File: src/rtl/uart_rx.sv
// uart_rx: 8N1 UART receiver with a one-deep valid/ready holding register.
//
// The line is brought through a 2-flop synchronizer. A down-counter bit timer
// finds the middle of each bit, where the FSM takes one sample. Received bytes
// go to rx_data/rx_valid. Stop-bit and overrun errors are flagged.
//
// Optional feature: define UART_RX_PARITY_EN to add an even-parity bit between
// the data bits and the stop bit. parity_err pulses on a mismatch. Without the
// macro the receiver is 8N1 only and parity_err is tied low.
//
// Ports:
//   clk         system clock, all logic on posedge
//   reset_n     asynchronous active-low reset
//   RS232_Rx    serial line, idle high, asynchronous to clk
//   rx_ready    consumer accepts rx_data when rx_valid & rx_ready
//   rx_data     received byte, LSB received first
//   rx_valid    rx_data holds an unconsumed byte
//   frame_err   one-cycle pulse: stop bit sampled low
//   overrun     sticky: a byte was dropped while rx_valid was high
//   parity_err  one-cycle pulse: parity mismatch (0 without UART_RX_PARITY_EN)
//   busy        receiver is not idle
module uart_rx #(
   parameter int unsigned CLKS_PER_BIT = 104
) (
   input  logic       clk,
   input  logic       reset_n,
   input  logic       RS232_Rx,
   input  logic       rx_ready,
   output logic [7:0] rx_data,
   output logic       rx_valid,
   output logic       frame_err,
   output logic       overrun,
   output logic       parity_err,
   output logic       busy
);

   localparam int unsigned CntW = (CLKS_PER_BIT > 1) ? $clog2(CLKS_PER_BIT) : 1;
   localparam logic [CntW-1:0] HalfLoad = CntW'(CLKS_PER_BIT / 2 - 1);
   localparam logic [CntW-1:0] FullLoad = CntW'(CLKS_PER_BIT - 1);

   localparam logic [2:0] StIdle    = 3'd0;
   localparam logic [2:0] StStart   = 3'd1;
   localparam logic [2:0] StData    = 3'd2;
`ifdef UART_RX_PARITY_EN
   localparam logic [2:0] StParity  = 3'd3;
`endif
   localparam logic [2:0] StStop    = 3'd4;
   localparam logic [2:0] StBrkWait = 3'd5;

   logic            rx_meta_q, rx_s_q;
   logic [2:0]      state_q, state_d;
   logic [CntW-1:0] cnt_q, cnt_d;
   logic [2:0]      idx_q, idx_d;
   logic [7:0]      shift_q, shift_d;
   logic [7:0]      data_q, data_d;
   logic            valid_q, valid_d;
   logic            ferr_q, ferr_d;
   logic            ovr_q, ovr_d;
   logic            perr_q, perr_d;
`ifdef UART_RX_PARITY_EN
   logic            par_q, par_d;
`endif
   logic            tick;

   assign tick = (cnt_q == '0);

   always_comb begin
      state_d = state_q;
      cnt_d   = cnt_q;
      idx_d   = idx_q;
      shift_d = shift_q;
      data_d  = data_q;
      valid_d = valid_q;
      ferr_d  = 1'b0;
      ovr_d   = ovr_q;
      perr_d  = 1'b0;
`ifdef UART_RX_PARITY_EN
      par_d   = par_q;
`endif

      // Handshake first; a delivery in the same cycle overrides it below.
      if (valid_q && rx_ready) begin
         valid_d = 1'b0;
         ovr_d   = 1'b0;
      end

      case (state_q)
         StIdle: begin
            if (!rx_s_q) begin
               cnt_d   = HalfLoad;
               state_d = StStart;
            end
         end
         StStart: begin
            if (!tick) begin
               cnt_d = cnt_q - 1'b1;
            end else if (!rx_s_q) begin
               cnt_d   = FullLoad;
               idx_d   = 3'd0;
               state_d = StData;
            end else begin
               // Start bit gone by mid-bit: a glitch, not a frame.
               state_d = StIdle;
            end
         end
         StData: begin
            if (!tick) begin
               cnt_d = cnt_q - 1'b1;
            end else begin
               shift_d = {rx_s_q, shift_q[7:1]};
               cnt_d   = FullLoad;
               idx_d   = idx_q + 3'd1;
               if (idx_q == 3'd7) begin
`ifdef UART_RX_PARITY_EN
                  state_d = StParity;
`else
                  state_d = StStop;
`endif
               end
            end
         end
`ifdef UART_RX_PARITY_EN
         StParity: begin
            if (!tick) begin
               cnt_d = cnt_q - 1'b1;
            end else begin
               par_d   = rx_s_q;
               cnt_d   = FullLoad;
               state_d = StStop;
            end
         end
`endif
         StStop: begin
            if (!tick) begin
               cnt_d = cnt_q - 1'b1;
            end else if (rx_s_q) begin
               if (!valid_q || rx_ready) begin
                  data_d  = shift_q;
                  valid_d = 1'b1;
               end else begin
                  ovr_d = 1'b1;
               end
`ifdef UART_RX_PARITY_EN
               perr_d = ^shift_q ^ par_q;
`endif
               state_d = StIdle;
            end else begin
               ferr_d  = 1'b1;
               state_d = StBrkWait;
            end
         end
         StBrkWait: begin
            // Hold off until the line returns high so a break cannot retrigger.
            if (rx_s_q) begin
               state_d = StIdle;
            end
         end
         default: state_d = StIdle;
      endcase
   end

   always_ff @(posedge clk or negedge reset_n) begin
      if (!reset_n) begin
         rx_meta_q <= 1'b1;
         rx_s_q    <= 1'b1;
         state_q   <= StIdle;
         cnt_q     <= '0;
         idx_q     <= 3'd0;
         shift_q   <= 8'h00;
         data_q    <= 8'h00;
         valid_q   <= 1'b0;
         ferr_q    <= 1'b0;
         ovr_q     <= 1'b0;
         perr_q    <= 1'b0;
`ifdef UART_RX_PARITY_EN
         par_q     <= 1'b0;
`endif
      end else begin
         rx_meta_q <= RS232_Rx;
         rx_s_q    <= rx_meta_q;
         state_q   <= state_d;
         cnt_q     <= cnt_d;
         idx_q     <= idx_d;
         shift_q   <= shift_d;
         data_q    <= data_d;
         valid_q   <= valid_d;
         ferr_q    <= ferr_d;
         ovr_q     <= ovr_d;
         perr_q    <= perr_d;
`ifdef UART_RX_PARITY_EN
         par_q     <= par_d;
`endif
      end
   end

   assign rx_data    = data_q;
   assign rx_valid   = valid_q;
   assign frame_err  = ferr_q;
   assign overrun    = ovr_q;
   assign parity_err = perr_q;
   assign busy       = (state_q != StIdle);

endmodule

File: config.mk
export PLATFORM = sky130hd
export DESIGN_NAME = uart_rx
export DESIGN_NICKNAME = d
export VERILOG_FILES = /design/src/rtl/uart_rx.sv
export SDC_FILE = /design/constraint.sdc
export NUM_CORES = 1
export LEC_CHECK = 0
export CELL_PAD_IN_SITES_DETAIL_PLACEMENT = 1
export CELL_PAD_IN_SITES_GLOBAL_PLACEMENT = 1
export CORE_UTILIZATION = 43
export CTS_BUF_LIST = sky130_fd_sc_hd__clkbuf_4
export CTS_CLUSTER_DIAMETER = 30
export DETAILED_ROUTE_END_ITERATION = 16
export PLACE_DENSITY_LB_ADDON = 0.1
export REMOVE_ABC_BUFFERS = 1
export SETUP_SLACK_MARGIN = 0.4
export SYNTH_ARGS = -nofsm -noshare
export SYNTH_HDL_FRONTEND = slang
export SYNTH_SLANG_ARGS = --single-unit
File: constraint.sdc
create_clock -name clk -period 1.85 [get_ports clk]
set_input_delay 0.555 -clock clk [delete_from_list [all_inputs] [get_ports clk]]
set_output_delay 0.555 -clock clk [all_outputs]
set_load 0.03 [all_outputs]
==> run_results.csv <==
group,metric,value,unit
outcome,outcome,"finished with violations",
outcome,violations,"negative setup slack",
floorplan,die-area,4290,sq um
logic_synthesis,yosysUniqueCellTypes,49,
worst_setup_path,worstSetupPathType,"reg -> reg",
worst_setup_path,worstReg2RegEnd,"cnt_q[4]",
detailed_routing,avgViaCountPerCell,5.69,
global_routing,antenna_found_initial,0,
detailed_routing,vias,1342,
logic_synthesis,ys_ff_latch,34,
logic_synthesis,synth_most_common_cell,"dfrtp_1",
logic_synthesis,syn_area,1730,sq um
layout,fillers,382,
flow_run,cap_violations,0,
logic_synthesis,synth_edf_count,0,
logic_synthesis,synthTopCellsByArea,"dfrtp_1, mux2_4, mux2_1",
sta,timing.hold.ws,0.371,ns
worst_setup_path,endpoint,"cnt_q[4]",
layout,syn_to_final_growth,37.8,%
global_routing,grt_pass1_vias,1438,
clocking,clkTransAtPathRegs,0.11,ns
pwr,power_leakage,0.00108,uW
clocking,worstSkewPairLatency,0.34,ns
sta,hold_viol,0,
worst_setup_path,startpoint_type,"flip-flop",
layout,nets,195,
worst_setup_path,cp_max_fo,6,
logic_synthesis,yosys_warnings,0,
layout,final-seq-area,855,sq um
min_path,hold_path_class,"reg -> reg",
worst_setup_path,cp.arrival,2.08,ns
sta,fin_tns_setup,-0.00578,ns
logic_synthesis,synth_cells,142,
clocking,htreeDepth,2,
clocking,cts_tree,"built",
logic_synthesis,synthFlopType,"dfrtp_1",
global_routing,grt_overflow,0,
detailed_routing,totalWireLength,4.13,mm
worst_setup_path,crit_start,"cnt_q[0]",
worst_setup_path,worstReg2RegStart,"cnt_q[0]",
clocking,numCtsBuffers,5,
layout,multiInputGateArea,970,sq um
sta,finalClockSkew,0.00811,ns
sta,setup_viol,2,
worst_setup_path,crit_path_end_kind,"flip-flop",
global_routing,grt_use_total,21.2,%
logic_synthesis,synth_commonest_cells,"dfrtp_1, inv_1, a21oi_1, mux2_1, mux2_4",
floorplan,num_rows,22,
placement,portBuffers,15,
clocking,cts_root_buffer,"clkbuf_4",
logic_synthesis,synth_top_area_cell,"dfrtp_1",
detailed_routing,first_pass_iters,4,
sta,timing.final.crit_share,100,%
clocking,clkSinkCount,34,
floorplan,die_w,65.5,um
layout,final_cells,236,
sta,clock.fmax,0.539,GHz
detailed_routing,post_drt_wl_per_cell,17.5,um
detailed_routing,drt_iter0_drc,106,
logic_synthesis,ys_seq_area_share,49.2,%
logic_synthesis,synthArstFlopShare,100,%
floorplan,design.core.area,3770,sq um
floorplan,pin_count,17,
clocking,cts_buffer_depth,2,
layout,drive_above_1_share,53.2,%
floorplan,start_util,46.0,%
global_routing,grt_pass1_wl,6.87,mm
layout,insertedDiodeCount,0,
detailed_routing,drc,0,
pwr,ir_worst_vdd,0.000423,V
placement,dp_hpwl,2.78,mm
placement,dp.cells,217,
worst_setup_path,crit_required,2.08,ns
worst_setup_path,reg2reg_depth,6,
clocking,postCtsHoldBufs,0,
pwr,total_power,1190,uW
placement,routabilityCongestion,0.776,
global_routing,grt_max_degree,35,
floorplan,die_h,65.5,um
sta,maxSlewViolCount,0,
sta,grt_setup_unrepaired,"true",
worst_setup_path,reg2reg_slack,-0.004,ns
logic_synthesis,synth.top_cell.area_share,46.2,%
sta,min_period,1.85,ns
pwr,power_density,500,nW/um^2
sta,setup_ws,-0.00365,ns
detailed_routing,ant_nets,0,
logic_synthesis,synth.avg_cell_area,12.2,sq um
-- cells in the final DEF, fill, tap and decap left out, types with 3 or more instances in the layout --
cell type and n:
buf_4 22, inv_1 7, clkbuf_4 5, o21ai_1 3, clkdlybuf4s50_1 3, dfrtp_1 31, mux2_4 16, a31oi_1 3
o31ai_1 4, a21oi_1 4, buf_6 16, a21oi_2 4, ha_1 3, nor2_1 4
-- per-stage QoR --
stage / instance area, sq um / util [%] / setup WS, ns
finish: 2390 / 63.3 / -0.00365
global route: 2390 / 63.3 / -0.0655
CTS: 2280 / 60.4 / 0.00364
detailed placement: 2070 / 54.8 / -0.0609
global placement: 2070 / 54.8 / -0.0145
floorplan: 1710 / - / -0.241
-- how the worst min path moves through the flow --
stage | start | to | slack, ns | cells past startpoint
global route | rx_meta_q | rx_s_q | 0.37 | 0
detailed placement | rx_meta_q | rx_s_q | 0.36 | 0
global placement | rx_meta_q | rx_s_q | 0.35 | 0
finish | rx_meta_q | rx_s_q | 0.37 | 0
floorplan | reset_n | cnt_q[0] | 0.26 | 0
CTS | rx_meta_q | rx_s_q | 0.37 | 0
-- what timing repair did --
action	4_1_cts	5_1_grt
hold endpoints to repair	0	0
endpoints found under the setup margin	42	44
gates resized for setup	107	19
setup buffers	7	4
pin swaps	15	4
-- state kept, by name (all words and copies together), names as in the netlist --
register,count
cnt_q,7
frame_err,1
idx_q,3
overrun,1
rx_data,8
rx_meta_q,1
rx_s_q,1
rx_valid,1
shift_q,8
state_q,3
-- final cells by class --
cell class	count	area share, %
clock buffers	5	1.57
repair buffers	43	17.4
inverters	9	1.42
flip-flops and latches	34	35.8
well taps	48	2.52
clock inverters	3	0.681
multi-input cells	94	40.6
-- power breakdown --
part / total (uW) / switching [uW] / internal [uW] / leakage [uW]
clock: 407 / 265 / 141 / 0.0000286
sequential: 750 / 3.21 / 747 / 0.000452
combinational: 37.6 / 25.2 / 12.4 / 0.000602
-- cell families (layout without fill, tap and decap cells) --
logic type | after synthesis | after routing | share of synthesized area, %
AOI/OAI and AO/OA | 43 | 43 | 18.8
DFF | 34 | 34 | 49.2
and+or+nand+nor | 29 | 29 | 12.7
muxes | 16 | 16 | 12.1
buffers and inverters | 14 | 60 | 3.54
adders and majority gates | 4 | 4 | 2.89
other | 1 | 1 | 0.216
xor gates and xnor gates | 1 | 1 | 0.506
-- critical path, stage by stage, from the launching register on --
cell and delay (ns):
dfrtp_1 0.41, inv_2 0.09, ha_4 0.13, or4b_4 0.51, o22ai_4 0.27, and2_4 0.24, o22ai_1 0.10
-- layer usage --
layer	routed length, um	global-route usage, %
met5	0	0
met4	48	6.79
met2	2110	35.1
met3	103	3.65
met1	1860	28.3
Power figures use the tool's default switching activity.
